$ cat src/rtl/adc_level_mon_pkg.sv
// Shared constants for the ADC level monitor: config/read address map,
// ctrl bit positions and the widest window counter type.
package adc_level_mon_pkg;

    localparam logic [4:0] ADC_MON_CTRL      = 5'd0;
    localparam logic [4:0] ADC_MON_OVFL_MASK = 5'd1;
    localparam logic [4:0] ADC_MON_LEVEL0    = 5'd2;
    localparam logic [4:0] ADC_MON_LIMIT0    = 5'd3;

    localparam logic [3:0] ADC_MON_RD_STATUS = 4'd0;
    localparam logic [3:0] ADC_MON_RD_OVFL   = 4'd1;
    localparam logic [3:0] ADC_MON_RD_PEAK   = 4'd2;
    localparam logic [3:0] ADC_MON_RD_CNT0   = 4'd3;

    localparam int ADC_MON_CTRL_EN  = 0;
    localparam int ADC_MON_CTRL_CLR = 1;

    // Window counters are WIN_BITS+1 wide; this holds the largest (WIN_BITS=24).
    localparam int ADC_MON_CNT_W = 25;
    typedef logic [ADC_MON_CNT_W-1:0] adc_mon_cnt_t;

    function automatic logic [31:0] adc_mon_rd_word(input adc_mon_cnt_t v);
        return 32'(v);
    endfunction

endpackage

$ cat src/rtl/adc_mon_thresh.sv
// One threshold channel: level/limit config, live hit count, window snapshot
// and the registered alarm derived from the closing count.
module adc_mon_thresh
    import adc_level_mon_pkg::*;
#(
    parameter int MAG_BITS = 13,
    parameter int WIN_BITS = 16
) (
    input  logic                adc_clk,
    input  logic                rst_n,
    input  logic                i_level_wr,
    input  logic [MAG_BITS:0]   i_level_data,
    input  logic                i_limit_wr,
    input  logic [WIN_BITS:0]   i_limit_data,
    input  logic [MAG_BITS-1:0] i_mag,
    input  logic                i_acc,
    input  logic                i_last,
    input  logic                i_clear,
    output logic [WIN_BITS:0]   o_snap,
    output logic                o_alarm
);

    // Level is one bit wider than mag so the all-ones reset value never hits.
    logic [MAG_BITS:0] r_level;
    logic [WIN_BITS:0] r_limit;
    logic [WIN_BITS:0] r_cnt;
    logic [WIN_BITS:0] r_snap;
    logic              r_alarm;
    logic              w_hit;
    logic [WIN_BITS:0] w_cnt_next;

    assign w_hit      = ({1'b0, i_mag} >= r_level);
    assign w_cnt_next = r_cnt + {{WIN_BITS{1'b0}}, w_hit};

    always_ff @(posedge adc_clk or negedge rst_n) begin
        if (!rst_n) begin
            r_level <= '1;
            r_limit <= '1;
            r_cnt   <= '0;
            r_snap  <= '0;
            r_alarm <= 1'b0;
        end else begin
            if (i_level_wr) r_level <= i_level_data;
            if (i_limit_wr) r_limit <= i_limit_data;
            if (i_clear) begin
                r_cnt <= '0;
            end else if (i_acc) begin
                if (i_last) begin
                    r_snap  <= w_cnt_next;
                    r_alarm <= (w_cnt_next > r_limit);
                    r_cnt   <= '0;
                end else begin
                    r_cnt <= w_cnt_next;
                end
            end
        end
    end

    assign o_snap  = r_snap;
    assign o_alarm = r_alarm;

endmodule

$ cat src/rtl/adc_level_mon.sv
// ADC level/overflow monitor: N magnitude thresholds over a 2^WIN_BITS sample
// window with snapshots. Optional peak hold under `ADC_LEVEL_MON_PEAK_EN`.
module adc_level_mon
    import adc_level_mon_pkg::*;
#(
    parameter int ADC_BITS = 14,
    parameter int N_THRESH = 4,
    parameter int WIN_BITS = 16
) (
    input  logic                adc_clk,
    input  logic                rst_n,
    input  logic [ADC_BITS-1:0] adc_data,
    input  logic                adc_ovfl,
    input  logic                in_valid,
    input  logic                cfg_wr,
    input  logic [4:0]          cfg_addr,
    input  logic [31:0]         cfg_data,
    input  logic [3:0]          rd_addr,
    output logic [31:0]         rd_data,
    output logic                win_done,
    output logic [N_THRESH-1:0] alarm,
    output logic                ovfl_flag
);

    localparam int MAG_BITS = ADC_BITS - 1;

    logic [MAG_BITS-1:0] w_mag;
    logic [MAG_BITS-1:0] w_neg;
    logic [MAG_BITS-1:0] r_mag;
    logic                r_ovfl_s1;
    logic                r_valid_s1;

    logic                r_enable;
    logic [WIN_BITS:0]   r_ovfl_mask;
    logic [WIN_BITS-1:0] r_samp_cnt;
    logic [WIN_BITS:0]   r_ovfl_cnt;
    logic [WIN_BITS:0]   r_ovfl_snap;
    logic [WIN_BITS:0]   w_ovfl_next;
    logic                r_ovfl_flag;
    logic                r_win_done;
    logic [31:0]         r_rd_data;
    logic [31:0]         w_rd_next;
    logic [31:0]         w_peak_rd;

    logic                w_ctrl_wr;
    logic                w_clear;
    logic                w_acc;
    logic                w_last;
    logic                w_unused_cfg;

    logic [WIN_BITS:0]   w_snap [N_THRESH];
    logic [N_THRESH-1:0] w_alarm;
    adc_mon_cnt_t        w_cnt_ext [N_THRESH];
    adc_mon_cnt_t        w_ovfl_ext;

    // For a negative code the low bits alone give |x| = 2^(n-1) - low; low==0
    // is the most negative code, which saturates instead of wrapping to 0.
    assign w_neg = '0 - adc_data[MAG_BITS-1:0];

    always_comb begin
        w_mag = adc_data[MAG_BITS-1:0];
        if (adc_data[ADC_BITS-1]) begin
            if (adc_data[MAG_BITS-1:0] == '0) w_mag = '1;
            else                              w_mag = w_neg;
        end
    end

    always_ff @(posedge adc_clk or negedge rst_n) begin
        if (!rst_n) begin
            r_mag      <= '0;
            r_ovfl_s1  <= 1'b0;
            r_valid_s1 <= 1'b0;
        end else begin
            r_mag      <= w_mag;
            r_ovfl_s1  <= adc_ovfl;
            r_valid_s1 <= in_valid;
        end
    end

    assign w_ctrl_wr    = cfg_wr && (cfg_addr == ADC_MON_CTRL);
    assign w_clear      = w_ctrl_wr && cfg_data[ADC_MON_CTRL_CLR];
    assign w_acc        = r_valid_s1 && r_enable && !w_clear;
    assign w_last       = w_acc && (&r_samp_cnt);
    assign w_ovfl_next  = r_ovfl_cnt + {{WIN_BITS{1'b0}}, r_ovfl_s1};
    assign w_unused_cfg = ^cfg_data;

    always_ff @(posedge adc_clk or negedge rst_n) begin
        if (!rst_n) begin
            r_enable    <= 1'b0;
            r_ovfl_mask <= '0;
            r_samp_cnt  <= '0;
            r_ovfl_cnt  <= '0;
            r_ovfl_snap <= '0;
            r_ovfl_flag <= 1'b0;
            r_win_done  <= 1'b0;
        end else begin
            if (w_ctrl_wr) r_enable <= cfg_data[ADC_MON_CTRL_EN];
            if (cfg_wr && (cfg_addr == ADC_MON_OVFL_MASK)) r_ovfl_mask <= cfg_data[WIN_BITS:0];
            r_win_done <= w_last;
            if (w_clear) begin
                r_samp_cnt <= '0;
                r_ovfl_cnt <= '0;
            end else if (w_acc) begin
                // Sample counter wraps to 0 on the closing sample by itself.
                r_samp_cnt <= r_samp_cnt + {{(WIN_BITS-1){1'b0}}, 1'b1};
                if (w_last) begin
                    r_ovfl_snap <= w_ovfl_next;
                    r_ovfl_flag <= |(w_ovfl_next & r_ovfl_mask);
                    r_ovfl_cnt  <= '0;
                end else begin
                    r_ovfl_cnt <= w_ovfl_next;
                end
            end
        end
    end

`ifdef ADC_LEVEL_MON_PEAK_EN
    logic [MAG_BITS-1:0] r_peak;
    logic [MAG_BITS-1:0] r_peak_snap;
    logic [MAG_BITS-1:0] w_peak_next;

    assign w_peak_next = (r_mag > r_peak) ? r_mag : r_peak;

    always_ff @(posedge adc_clk or negedge rst_n) begin
        if (!rst_n) begin
            r_peak      <= '0;
            r_peak_snap <= '0;
        end else if (w_clear) begin
            r_peak <= '0;
        end else if (w_acc) begin
            if (w_last) begin
                r_peak_snap <= w_peak_next;
                r_peak      <= '0;
            end else begin
                r_peak <= w_peak_next;
            end
        end
    end

    assign w_peak_rd = 32'(r_peak_snap);
`else
    assign w_peak_rd = '0;
`endif

    genvar gi;
    generate
        for (gi = 0; gi < N_THRESH; gi++) begin : g_thr
            adc_mon_thresh #(
                .MAG_BITS (MAG_BITS),
                .WIN_BITS (WIN_BITS)
            ) u_thr (
                .adc_clk      (adc_clk),
                .rst_n        (rst_n),
                .i_level_wr   (cfg_wr && (cfg_addr == 5'(ADC_MON_LEVEL0 + 2*gi))),
                .i_level_data (cfg_data[MAG_BITS:0]),
                .i_limit_wr   (cfg_wr && (cfg_addr == 5'(ADC_MON_LIMIT0 + 2*gi))),
                .i_limit_data (cfg_data[WIN_BITS:0]),
                .i_mag        (r_mag),
                .i_acc        (w_acc),
                .i_last       (w_last),
                .i_clear      (w_clear),
                .o_snap       (w_snap[gi]),
                .o_alarm      (w_alarm[gi])
            );
        end
    endgenerate

    always_comb begin
        w_ovfl_ext = '0;
        w_ovfl_ext[WIN_BITS:0] = r_ovfl_snap;
        for (int k = 0; k < N_THRESH; k++) begin
            w_cnt_ext[k] = '0;
            w_cnt_ext[k][WIN_BITS:0] = w_snap[k];
        end
    end

    always_comb begin
        w_rd_next = '0;
        case (rd_addr)
            ADC_MON_RD_STATUS: w_rd_next = 32'({r_ovfl_flag, w_alarm});
            ADC_MON_RD_OVFL:   w_rd_next = adc_mon_rd_word(w_ovfl_ext);
            ADC_MON_RD_PEAK:   w_rd_next = w_peak_rd;
            default:           w_rd_next = '0;
        endcase
        for (int k = 0; k < N_THRESH; k++) begin
            if (rd_addr == 4'(ADC_MON_RD_CNT0 + k)) w_rd_next = adc_mon_rd_word(w_cnt_ext[k]);
        end
    end

    always_ff @(posedge adc_clk or negedge rst_n) begin
        if (!rst_n) r_rd_data <= '0;
        else        r_rd_data <= w_rd_next;
    end

    assign rd_data   = r_rd_data;
    assign win_done  = r_win_done;
    assign alarm     = w_alarm;
    assign ovfl_flag = r_ovfl_flag;

endmodule

$ cat config.mk
export PLATFORM = sky130hd
export DESIGN_NAME = adc_level_mon
export DESIGN_NICKNAME = d
export VERILOG_FILES = /design/src/rtl/adc_level_mon_pkg.sv /design/src/rtl/adc_mon_thresh.sv /design/src/rtl/adc_level_mon.sv
export SDC_FILE = /design/constraint.sdc
export NUM_CORES = 1
export LEC_CHECK = 0
export ABC_CLOCK_PERIOD_IN_PS = 9630
export CAP_MARGIN = 20
export CORE_MARGIN = 3
export CORE_UTILIZATION = 42
export CTS_CLUSTER_DIAMETER = 150
export CTS_CLUSTER_SIZE = 16
export DETAILED_ROUTE_END_ITERATION = 8
export HOLD_SLACK_MARGIN = 0.05
export SYNTH_ARGS = -nofsm -noshare
export SYNTH_HDL_FRONTEND = slang
export SYNTH_SLANG_ARGS = --single-unit
$ cat constraint.sdc
create_clock -name adc_clk -period 9.63 [get_ports adc_clk]
set_clock_uncertainty 0.2 [all_clocks]
set_input_delay 0.963 -clock adc_clk [delete_from_list [all_inputs] [get_ports adc_clk]]
set_output_delay 0.963 -clock adc_clk [all_outputs]
set_load 0.05 [all_outputs]
==> After elaboration in Yosys (flattened, before gate mapping) <==
Cells that the tools add are included.
{ "word_totals": {"regBits": 381, "input_bits": 60, "out_inout_bits": 38, "wordCells": 108} }
{ "classes": {"add_sub_neg": 7, "order_cmp": 8, "n_eq_ne": 14, "muxes": 24, "bitwise": 2, "reduce_logical": 22} }
{ "ops": {"columns": ["op", "n"], "rows": [
  ["17-bit two-way mux", 15],
  ["32-bit two-way mux", 4],
  ["17-bit by 1-bit adder with 17-bit output", 5],
  ["17-bit greater-than comparator", 4],
  ["13-bit by 14-bit greater-or-equal comparator with 1-bit output", 4],
  ["17-bit one-hot mux with 2 select lines", 1],
  ["16-bit two-way mux", 2],
  ["13-bit two-way mux", 2],
  ["5-bit by 3-bit == test with 1-bit output, second input constant", 4],
  ["17-bit AND", 1],
  ["17-bit OR reduction", 1],
  ["16-bit by 1-bit adder with 16-bit output, second input constant", 1],
  ["16-bit AND reduction", 1],
  ["1-bit logical AND", 14],
  ["13-bit zero test", 1],
  ["1-bit by 13-bit subtractor with 13-bit output, first input constant", 1],
  ["4-bit by 3-bit == test with 1-bit output, second input constant", 3],
  ["5-bit by 2-bit == test with 1-bit output, second input constant", 2],
  ["5-bit by 4-bit == test with 1-bit output, second input constant", 2],
  ["5-bit by 1-bit == test with 1-bit output, second input constant", 1],
  ["5-bit zero test", 1],
  ["4-bit by 1-bit == test with 1-bit output, second input constant", 1],
  ["4-bit by 2-bit == test with 1-bit output, second input constant", 1],
  ["4-bit zero test", 1],
  ["4 further kinds", 4]
]} }

==> Logic depth before layout (Yosys ltp) <==
Gate-level depths: netlist of the first run.
{ "logic_depth": {"ltp_word": 9, "ltp_mapped": 22, "ltp_nobuf": 22} }

==> Modules after synthesis <==
A second synthesis of the first run with hierarchy kept.
{ "unflattened": {"cells_unflattened": 1966, "hier_area_um2": 19528.7} }
{ "modules_own_cells": {"columns": ["module", "instances", "cells_each", "area_per_inst_um2", "seq_area_each_um2"], "rows": [
  ["adc_mon_thresh at g_thr[1].u_thr ...", 2, 360, 3549.7, 1690.4],
  ["adc_level_mon", 1, 513, 5292.6, 2552.4],
  ["adc_mon_thresh at g_thr[0].u_thr", 1, 367, 3585.9, 1690.4],
  ["adc_mon_thresh at g_thr[3].u_thr", 1, 366, 3550.9, 1690.4]
]} }

==> Least setup slack after synthesis of the first run <==
OpenSTA, ideal clock, no wires.
{ "synth_timing": {"path_type": "reg-to-reg", "startpoint": "register g_thr[3].u_thr.r_level[9]", "endpoint": "register g_thr[3].u_thr.r_alarm", "setup_ps": 127, "t_arrival_ps": 3735, "required_time_ps": 9303, "slack_ps": 5569, "path_stages_with_launch": 20, "path_buffers": 0, "period_less_slack_ps": 4061, "cell_sequence": "dfstp_2 inv_1 ha_1 a21o_1 a21o_1 a21o_1 a21oi_1 o21ai_0 a31o_2 ha_1 ha_1 nand4_1 nor2_1 xnor2_1 inv_1 ha_1 nand4_1 or4_1 o221ai_1 o21ai_0"} }
{ "synth_between": {"elab_chain_len": 3} }
{ "synth_rtl": {"columns": ["item", "line", "rtl"], "rows": [
  ["start: declaration", "adc_mon_thresh.sv:24", "logic [MAG_BITS:0] r_level;"],
  ["start signal: assignment", "adc_mon_thresh.sv:43", "if (i_level_wr) r_level <= i_level_data;"],
  ["13-bit by 14-bit greater-or-equal comparator with 1-bit output", "adc_mon_thresh.sv:32", "assign w_hit = ({1'b0, i_mag} >= r_level);"],
  ["17-bit by 1-bit adder with 17-bit output", "adc_mon_thresh.sv:33", "assign w_cnt_next = r_cnt + {{WIN_BITS{1'b0}}, w_hit};"],
  ["named net g_thr[3].u_thr.w_cnt_next[10]", "adc_mon_thresh.sv:30", "logic [WIN_BITS:0] w_cnt_next;"],
  ["17-bit greater-than comparator", "adc_mon_thresh.sv:50", "r_alarm <= (w_cnt_next > r_limit);"],
  ["end signal: assignment", "adc_mon_thresh.sv:50", null],
  ["end: declaration", "adc_mon_thresh.sv:28", "logic r_alarm;"]
]} }
The timed path passes the listed nets, and every way through them passes these cells.
A chain may end at the register's enable or synchronous reset.

==> Final worst setup path of the first run <==
{ "layout_timing": {"startpoint": "register g_thr[1].u_thr.r_level[1]", "endpoint": "register g_thr[1].u_thr.r_alarm"} }
{ "layout_between": {"elab_chain_len": 3} }
{ "layout_rtl": {"columns": ["item", "line"], "rows": [
  ["start: declaration", "adc_mon_thresh.sv:24"],
  ["start signal: assignment", "adc_mon_thresh.sv:43"],
  ["13-bit by 14-bit greater-or-equal comparator with 1-bit output", "adc_mon_thresh.sv:32"],
  ["17-bit by 1-bit adder with 17-bit output", "adc_mon_thresh.sv:33"],
  ["named net g_thr[1].u_thr.w_cnt_next[14]", "adc_mon_thresh.sv:30"],
  ["17-bit greater-than comparator", "adc_mon_thresh.sv:50"],
  ["end signal: assignment", "adc_mon_thresh.sv:50"],
  ["end: declaration", "adc_mon_thresh.sv:28"]
]} }
The timed path passes the listed nets, and every way through them passes these cells.

==> Flow_metrics.wiki, run 1 <==
{| class="wikitable"
! Metric !! Value
|-
| Final routed wire length divided by cell count || approximately 19 um
|-
| Total of buffers placed on input and output ports || 67
|-
| Final Routed Wirelength || ~49 mm
|-
| Setup CP Type || reg2reg
|-
| Maximum buffer depth of the clock tree || 3
|-
| Inserted Diodes || 0
|-
| Antenna violations before repair || 3
|-
| Endpoints failing setup || 0
|-
| Post-route design area || about 21,000 um2
|-
| Peak fanout along the critical path || 5
|-
| Synthesis-stage register bit count || around 370
|-
| Clk sinks || between 300 and 400
|-
| Cell with the biggest individual delay on the critical path || sky130_fd_sc_hd__dfstp_2
|-
| Synth Area per Inst || ~10 um2
|-
| Remaining global-route overflow || 0
|-
| Number of cells in the design after placement || 2,481
|-
| Total half-perimeter wirelength after legalization and detailed placement || around 34 mm
|-
| Fraction of the cycle the final worst path needs || between 50% and 60%
|-
| Initial detailed-routing violation count || around 1,000
|-
| DRC violation count after routing || 0
|-
| Max frequency || 203 MHz
|-
| Internal || 2.71 mW
|-
| Cell area after placement || a little over 20,000 um2
|-
| Utilization after layout || between 40% and 50%
|-
| Seq/Total Area, Yosys || 47.5%
|-
| Remaining antenna violation count || 0
|-
| Maximum number of pins on one net before global-route repair || about 180
|-
| Final Hold Vio Count || 0
|-
| Via count of the first global-routing pass || 13,300
|-
| Area grow syn2layout || 9.02%
|-
| DIE HEIGHT || ~220 um
|-
| P_leak || about 10 nW
|-
| Global-route wire length before repair || 76.2 mm
|-
| CTS H-Tree Depth || 1
|-
| Total negative slack || 0 ns
|-
| Vias || about 14,000
|-
| Flip-flop cell with the highest count after synthesis || sky130_fd_sc_hd__dfrtp_1
|-
| Num CTS Buffers || 26
|-
| Critical-path cell list || inv_1 > ha_1 > a21o_1 > a21o_1 > a21oi_1 > o21ai_0 > a31o_2 > ha_1 > ha_1 > nand4_1 > nor3_1 > nand2_1 > xor2_1 > inv_1 > ha_1 > a21o_1 > a21o_1 > a21oi_1 > o2111ai_1 > nand3_1 > nand2_1
|-
| Most frequent cell after synthesis || sky130_fd_sc_hd__nand2_1
|-
| Number of nets in the layout || 2,105
|-
| Hold bufs inserted after CTS || 0
|-
| Worst r2r path cells || 21
|-
| Overall die area || slightly below 50,000 um2
|-
| Seq pwr share || about half
|-
| Final weighted congestion in routability-driven placement || ~0.86
|-
| Worst hold path type || reg2reg
|-
| Crit path required time || ~9.9 ns
|-
| Overall global routing resource usage || slightly below 20%
|-
| Post-placement setup slack || 4.65 ns
|-
| Endpoint type of the worst setup path || flop
|-
| Proportion of synthesized flip-flops having asynchronous set or reset || between 90% and 100%
|-
| Post-synthesis cell count || roughly 1,900
|-
| Starting Density || a little over two fifths
|-
| Worst-case register-to-register setup slack || about 4.7 ns
|-
| Cell type with the largest total area after synthesis || sky130_fd_sc_hd__dfrtp_1
|-
| Netlist area before placement || about 20,000 um2
|-
| Clock latency reported for the late side of the worst-skew pair || 0.58 ns
|-
| Combinational share of power || between 20% and 30%
|-
| Destination of the worst register-to-register timing path || g_thr[1].u_thr.o_alarm
|-
| Worst setup SP type || flop
|-
| Switching share of power || ~30%
|-
| RR Startpoint || g_thr[1].u_thr.r_level[1]
|-
| Fin crit period || ~4.9 ns
|-
| Count of unique library cells instantiated by Yosys || 76
|-
| Cell area power density || about 180 nW/um2
|-
| Outcome || finished, final reports clean
|-
| Maximum vdd ir drop || around 0.00013 V
|-
| Post-DR vias/cell || roughly 5.4
|-
| Number of top-level design ports || 98
|-
| Share of the synthesized area in the top cell type || 30.9%
|-
| Synthesis warning total || 0
|-
| Top cells by area, synth || sky130_fd_sc_hd__dfrtp_1 31%, sky130_fd_sc_hd__dfstp_2 17%, sky130_fd_sc_hd__mux2_2 8.9%
|-
| Worst Hold Path Cells || 2
|-
| Floorplan core area || about 46,000 um2
|-
| Clock transition at the register clock pins on the worst setup and hold paths after CTS || around 0.070 ns
|-
| Slowest stage delay, CP || roughly 0.53 ns
|-
| Horizontal die dimension || approximately 220 um
|-
| Drt pass-1 iters || 8
|-
| Count of buffers added by post-CTS timing repair for setup || 0
|-
| Design Power || 3.90 mW
|-
| Layout cells sized above 1 || roughly 18%
|-
| Ranking of synthesized cells by instance count || 245 x sky130_fd_sc_hd__nand2_1, 242 x sky130_fd_sc_hd__dfrtp_1, 176 x sky130_fd_sc_hd__o21ai_0
|-
| Startpoint of the tightest hold check path || g_thr[0].u_thr.o_snap[1]
|-
| Max-cap violations || 0
|-
| Proportion of power drawn by the clock network || a little over a quarter
|-
| Total net switching power || approximately 1.2 mW
|-
| Number of slew-limit violations in the final report || 0
|-
| Pin slew with the least headroom to its limit || between 1 and 1.5 ns
|-
| Buffer type at the clock tree root || sky130_fd_sc_hd__clkbuf_16
|-
| Post-route worst setup slack || around 4.7 ns
|-
| Number of standard-cell rows in the floorplan || between 70 and 80
|-
| WP data arrival || ~5.2 ns
|-
| Hold-critical path endpoint || g_thr[0].u_thr.o_snap[1]
|-
| RSZ-0062 raised after global routing || false
|-
| Post-synth EDFFs || 0
|-
| Post-Layout Cell Count || 2,531
|-
| Post-cts repair resize count || 0
|-
| Number of fill cells || 4,236
|-
| Slew margin rel. || between 20% and 30%
|-
| Clock tree from TritonCTS || built
|-
| Min Hold Slack || 0.277 ns
|}
-- layer usage --
metal	vias to the layer above	share of wire, %	GRT usage [%]
met4	6	2.6	4.64
met2	296	47	32.3
met1	6746	45	27.5
met3	56	4.8	2.41
met5	-	0.14	0.587
li1	6558	-	-
-- final cells by class --
type / instances / area (um2) / share of cell area [%]
clock buffers: 47 / 739 / 3.46
clock inverters: 1 / 16.3 / 0.0761
inverters: 167 / 629 / 2.94
multi-input cells: 1272 / 9130 / 42.7
flip-flops and latches: 366 / 9310 / 43.6
well taps: 600 / 751 / 3.51
repair buffers: 78 / 797 / 3.73
-- registers in the layout, summed over array words and instances (netlist names) --
signal and count:
g_thr.u_thr.r_limit 68, g_thr.u_thr.o_alarm 4, r_samp_cnt 16, r_ovfl_mask 17
g_thr.u_thr.o_snap 68, win_done 1, ovfl_flag 1, r_mag 13
r_valid_s1 1, r_enable 1, r_ovfl_cnt 17, r_ovfl_s1 1
g_thr.u_thr.r_level 56, g_thr.u_thr.r_cnt 68, r_ovfl_snap 17, rd_data 17
-- power by group through the flow --
stage / logic (mW) / clock network [mW] / registers [mW]
after floorplan: 0.599 / 0 / 1.98
after detailed placement: 0.855 / 0 / 2.01
after global placement: 0.832 / 0 / 2.00
final: 0.853 / 1.06 / 1.98
after CTS: 0.861 / 1.10 / 1.98
after global routing: 0.971 / 1.16 / 2.01
-- worst max-delay path: cells and delay by family, from the launching register on --
kind            cells  cell delay [ns]
xor+xnor            1             0.24
compound gates      9             1.59
fa+ha+maj           4             1.06
flops               1             0.53
simple gates        5             1.07
buf+inv             2             0.12
-- how the worst max path moves through the flow --
stage | from | endpoint | cells past startpoint
after floorplan | g_thr[3].u_thr.r_level[9] | g_thr[3].u_thr.o_alarm | 19
after global placement | g_thr[1].u_thr.r_level[1] | g_thr[1].u_thr.o_alarm | 21
after detailed placement | g_thr[1].u_thr.r_level[1] | g_thr[1].u_thr.o_alarm | 21
after CTS | g_thr[1].u_thr.r_level[1] | g_thr[1].u_thr.o_alarm | 21
after global routing | g_thr[1].u_thr.r_level[1] | g_thr[1].u_thr.o_alarm | 21
final | g_thr[1].u_thr.r_level[1] | g_thr[1].u_thr.o_alarm | 21
-- logic make-up (layout without fill, tap and decap cells) --
group / after synthesis / after routing / share of synthesized area (%)
compound gates: 372 / 372 / 11.9
xor+xnor: 95 / 95 / 4.24
fa+ha+maj: 134 / 134 / 8.55
buf+inv: 276 / 293 / 6.27
flops: 366 / 366 / 47.5
mux: 160 / 160 / 9.19
other cells: 1 / 15 / 0.0191
simple gates: 496 / 496 / 12.4
-- cells in the final DEF, fill, tap and decap left out, types with 4 or more instances in the layout --
cell	instances
sky130_fd_sc_hd__clkdlybuf4s50_1	66
sky130_fd_sc_hd__buf_4	8
sky130_fd_sc_hd__nor3_1	5
sky130_fd_sc_hd__o21ai_1	4
sky130_fd_sc_hd__nand4_1	40
sky130_fd_sc_hd__inv_1	166
sky130_fd_sc_hd__clkbuf_16	26
sky130_fd_sc_hd__nor2b_1	8
sky130_fd_sc_hd__a21oi_1	48
sky130_fd_sc_hd__or2_2	4
sky130_fd_sc_hd__and4_1	6
sky130_fd_sc_hd__xor2_1	52
sky130_fd_sc_hd__o21ai_0	176
sky130_fd_sc_hd__mux2_2	155
sky130_fd_sc_hd__ha_1	134
sky130_fd_sc_hd__nand2_1	244
sky130_fd_sc_hd__a22oi_1	6
sky130_fd_sc_hd__nor4_1	8
sky130_fd_sc_hd__dfrtp_1	242
sky130_fd_sc_hd__o211ai_1	4
sky130_fd_sc_hd__a22o_1	23
sky130_fd_sc_hd__nand3_1	41
sky130_fd_sc_hd__dfstp_2	124
sky130_fd_sc_hd__clkbuf_1	20
sky130_fd_sc_hd__xnor2_1	43
sky130_fd_sc_hd__mux2_1	5
sky130_fd_sc_hd__o31ai_1	10
sky130_fd_sc_hd__o21a_1	5
sky130_fd_sc_hd__a21o_1	51
sky130_fd_sc_hd__a222oi_1	17
sky130_fd_sc_hd__nor2_1	76
sky130_fd_sc_hd__and3_1	17
sky130_fd_sc_hd__conb_1	15
sky130_fd_sc_hd__nand2b_1	8
No activity file was read; power rests on OpenSTA's default activity.
==> run 2: changes to the inputs <==
--- a/config.mk
+++ b/config.mk
@@ -5,7 +5,7 @@
 export SDC_FILE = /design/constraint.sdc
 export NUM_CORES = 1
 export LEC_CHECK = 0
-export ABC_CLOCK_PERIOD_IN_PS = 9630
+export ABC_CLOCK_PERIOD_IN_PS = 4900
 export CAP_MARGIN = 20
 export CORE_MARGIN = 3
 export CORE_UTILIZATION = 42
==> constraint.sdc (replaced) <==
create_clock -name adc_clk -period 4.9 [get_ports adc_clk]
set_clock_uncertainty 0.2 [all_clocks]
set_input_delay 0.49 -clock adc_clk [delete_from_list [all_inputs] [get_ports adc_clk]]
set_output_delay 0.49 -clock adc_clk [all_outputs]
set_load 0.05 [all_outputs]
==> Flow_metrics.wiki, run 2 (same netlist as run 1, synthesis figures left out) <==
{| class="wikitable"
! Metric !! Value
|-
| Horizontal die dimension || 222 um (unchanged)
|-
| Seq pwr share || 50.7% (about the same)
|-
| Number of nets in the layout || 2,117 (+0.57%)
|-
| Internal || 5.37 mW (+98%)
|-
| Slew margin rel. || 32.3% (+5.2 points)
|-
| Via count of the first global-routing pass || 13,700 (+3.1%)
|-
| Max-cap violations || 0 (unchanged)
|-
| Total negative slack || 0 ns (unchanged)
|-
| Maximum buffer depth of the clock tree || 3 (unchanged)
|-
| Global Route met2 Usage || 32.0% (-0.29 points)
|-
| WP data arrival || 4.83 ns (-0.37 ns)
|-
| Combinational share of power || 22.0% (about the same)
|-
| Fraction of the cycle the final worst path needs || 93.5% (+42 points)
|-
| Most common cell after layout, fill and taps aside || sky130_fd_sc_hd__nand2_1
|-
| Endpoint type of the worst setup path || flop
|-
| Clk sinks || 366 (unchanged)
|-
| Setup CP Type || reg2reg
|-
| Clock transition at the register clock pins on the worst setup and hold paths after CTS || 0.08 ns (about the same)
|-
| RSZ-0062 raised after global routing || false
|-
| Cell area after placement || 20,700 um2 (+0.66%)
|-
| Number of fill cells || 4,224 (-0.28%)
|-
| Area grow syn2layout || 9.63%
|-
| Utilization after layout || 47.0% (+0.26 points)
|-
| Worst hold path type || in2reg
|-
| DIE HEIGHT || 222 um (unchanged)
|-
| Critical-path cell list || inv_1 > ha_1 > a21oi_1 > nor2b_1 > o21ai_0 > nand2_1 > o21ai_0 > o21ba_2 > ha_1 > ha_1 > and4_1 > and3_4 > nand3_2 > xnor2_1 > ha_1 > a21o_1 > a21o_1 > a21oi_1 > o221ai_1 > a21oi_1 > o21ai_1
|-
| Slowest stage delay, CP || 0.53 ns (about the same)
|-
| Remaining global-route overflow || 0 (unchanged)
|-
| Total of buffers placed on input and output ports || 67 (unchanged)
|-
| Most congested layer reported by global routing || met2
|-
| Drt pass-1 iters || 7 (-1)
|-
| Cell class contributing the biggest share of worst-path delay || compound AO/OA/AOI/OAI gates
|-
| Clock latency reported for the late side of the worst-skew pair || 0.57 ns (about the same)
|-
| Pin slew with the least headroom to its limit || 1.01 ns (-0.0763 ns)
|-
| Cell with the biggest individual delay on the critical path || sky130_fd_sc_hd__dfstp_2
|-
| Final routed wire length divided by cell count || 19.6 um (+1.4%)
|-
| Floorplan core area || 45,800 um2 (unchanged)
|-
| Number of standard-cell rows in the floorplan || 78 (unchanged)
|-
| DRC violation count after routing || 0 (unchanged)
|-
| Final weighted congestion in routability-driven placement || 0.855 (-0.45%)
|-
| Antenna violations before repair || 5 (+2)
|-
| Maximum vdd ir drop || 0.000276 V (+110%)
|-
| Count of buffers added by post-CTS timing repair for setup || 0 (unchanged)
|-
| Vias || 13,800 (+1.1%)
|-
| Clock tree from TritonCTS || built
|-
| Outcome || finished, final reports clean
|-
| Remaining antenna violation count || 0 (unchanged)
|-
| Total half-perimeter wirelength after legalization and detailed placement || 34.9 mm (+3.0%)
|-
| Final Hold Vio Count || 0 (unchanged)
|-
| Final Routed Wirelength || 49.9 mm (+1.9%)
|-
| Initial detailed-routing violation count || 1,063 (+1.8%)
|-
| Layout cells sized above 1 || 19.0% (+0.56 points)
|-
| CTS H-Tree Depth || 1 (unchanged)
|-
| Total net switching power || 2.33 mW (+97%)
|-
| Endpoints failing setup || 0 (unchanged)
|-
| Global-route wire length before repair || 78.1 mm (+2.5%)
|-
| Maximum number of pins on one net before global-route repair || 118 (-35%)
|-
| Design Power || 7.70 mW (+98%)
|-
| Buffers & Inverters on Critical Path || 1 (-1)
|-
| Number of top-level design ports || 98 (unchanged)
|-
| Min Hold Slack || 0.181 ns (-0.0956 ns)
|-
| Fin crit period || 4.58 ns (-0.353 ns)
|-
| Global routing usage on met1 || 28.6% (+1.1 points)
|-
| Top library cells by usage in the layout, fill and taps aside || 244 x sky130_fd_sc_hd__nand2_1, 242 x sky130_fd_sc_hd__dfrtp_1, 176 x sky130_fd_sc_hd__o21ai_0, 166 x sky130_fd_sc_hd__inv_1, 155 x sky130_fd_sc_hd__mux2_2
|-
| Buffer type at the clock tree root || sky130_fd_sc_hd__clkbuf_16
|-
| P_leak || 10.1 nW (+0.67%)
|-
| Overall die area || 49,300 um2 (unchanged)
|-
| Overall global routing resource usage || 20.0% (+0.48 points)
|-
| Most frequent cell on the critical path || sky130_fd_sc_hd__ha_1
|-
| Peak fanout along the critical path || 6 (+1)
|-
| Post-DR vias/cell || 5.43 (+0.62%)
|-
| Starting Density || 42.8% (unchanged)
|-
| Cell area power density || 358 nW/um2 (+97%)
|-
| Number of slew-limit violations in the final report || 0 (unchanged)
|-
| Worst setup SP type || flop
|-
| Post-route design area || 21,500 um2 (+0.56%)
|-
| Max frequency || 218 MHz (+7.7%)
|-
| Inserted Diodes || 0 (unchanged)
|-
| Switching share of power || 30.3% (-0.089 points)
|-
| Proportion of power drawn by the clock network || 27.3% (about the same)
|-
| Global-route met3 utilization || 1.93% (-0.48 points)
|-
| Num CTS Buffers || 26 (unchanged)
|-
| Crit path required time || 5.15 ns (-4.75 ns)
|}
## run 2: power groups by stage
stage	registers, mW	logic, mW	clock network (mW)
floorplan	3.89	1.18	0
CTS	3.90	1.71	2.17
detailed placement	3.96	1.70	0
finish	3.90	1.70	2.10
global placement	3.93	1.65	0
global route	3.96	1.93	2.28
## run 2: layout make-up
type | count | area (um2) | share of cell area, %
inverters | 167 | 629 | 2.93
repair buffers | 90 | 901 | 4.19
clock buffers | 48 | 764 | 3.56
well taps | 600 | 751 | 3.49
multi-input cells | 1272 | 9130 | 42.5
flip-flops and latches | 366 | 9310 | 43.3
## run 2: repair_timing
item | in CTS | in global routing
hold endpoints to repair | 74 | 0
hold buffers | 1 | 0
gates resized for setup | 0 | 2
setup endpoints to repair | 0 | 2
## run 2: metal layers
| layer | share of wire (%) | wire length (um) |
|---|---|---|
| met5 | 0.032 | 16 |
| met4 | 3.5 | 1760 |
| met3 | 4.2 | 2070 |
| met2 | 45 | 22600 |
| met1 | 47 | 23400 |
## run 2: metrics by stage
stage / setup slack (ns) / std cells
floorplan: 0.839 / 1914
global placement: 0.338 / 2494
detailed placement: 0.296 / 2494
CTS: 0.266 / 2543
global route: 0.0104 / 2543
finish: 0.319 / 2543
## run 2: final timing paths
path                                                 from  cells past startpoint                   endpoint  slack, ns
worst max-delay path            g_thr[0].u_thr.r_level[9]                     21     g_thr[0].u_thr.o_alarm       0.32
worst min-delay path                             adc_ovfl                      1                  r_ovfl_s1       0.18
worst max register to register  g_thr[0].u_thr.r_level[9]                     21     g_thr[0].u_thr.o_alarm       0.32
worst min register to register             r_ovfl_snap[1]                      2             r_ovfl_snap[1]       0.28
max in group asynchronous                           rst_n                      3  g_thr[3].u_thr.r_limit[3]       2.98
min in group asynchronous                           rst_n                      2  g_thr[2].u_thr.o_snap[10]       0.43
## run 2: worst reg2reg max path: stages, from the launching register on
cell,delay (ns)
sky130_fd_sc_hd__dfstp_2,0.53
sky130_fd_sc_hd__inv_1,0.04
sky130_fd_sc_hd__ha_1,0.29
sky130_fd_sc_hd__a21oi_1,0.06
sky130_fd_sc_hd__nor2b_1,0.10
sky130_fd_sc_hd__o21ai_0,0.08
sky130_fd_sc_hd__nand2_1,0.09
sky130_fd_sc_hd__o21ai_0,0.08
sky130_fd_sc_hd__o21ba_2,0.31
sky130_fd_sc_hd__ha_1,0.27
sky130_fd_sc_hd__ha_1,0.23
sky130_fd_sc_hd__and4_1,0.35
sky130_fd_sc_hd__and3_4,0.26
sky130_fd_sc_hd__nand3_2,0.11
sky130_fd_sc_hd__xnor2_1,0.25
sky130_fd_sc_hd__ha_1,0.30
sky130_fd_sc_hd__a21o_1,0.17
sky130_fd_sc_hd__a21o_1,0.16
sky130_fd_sc_hd__a21oi_1,0.21
sky130_fd_sc_hd__o221ai_1,0.18
sky130_fd_sc_hd__a21oi_1,0.14
sky130_fd_sc_hd__o21ai_1,0.08
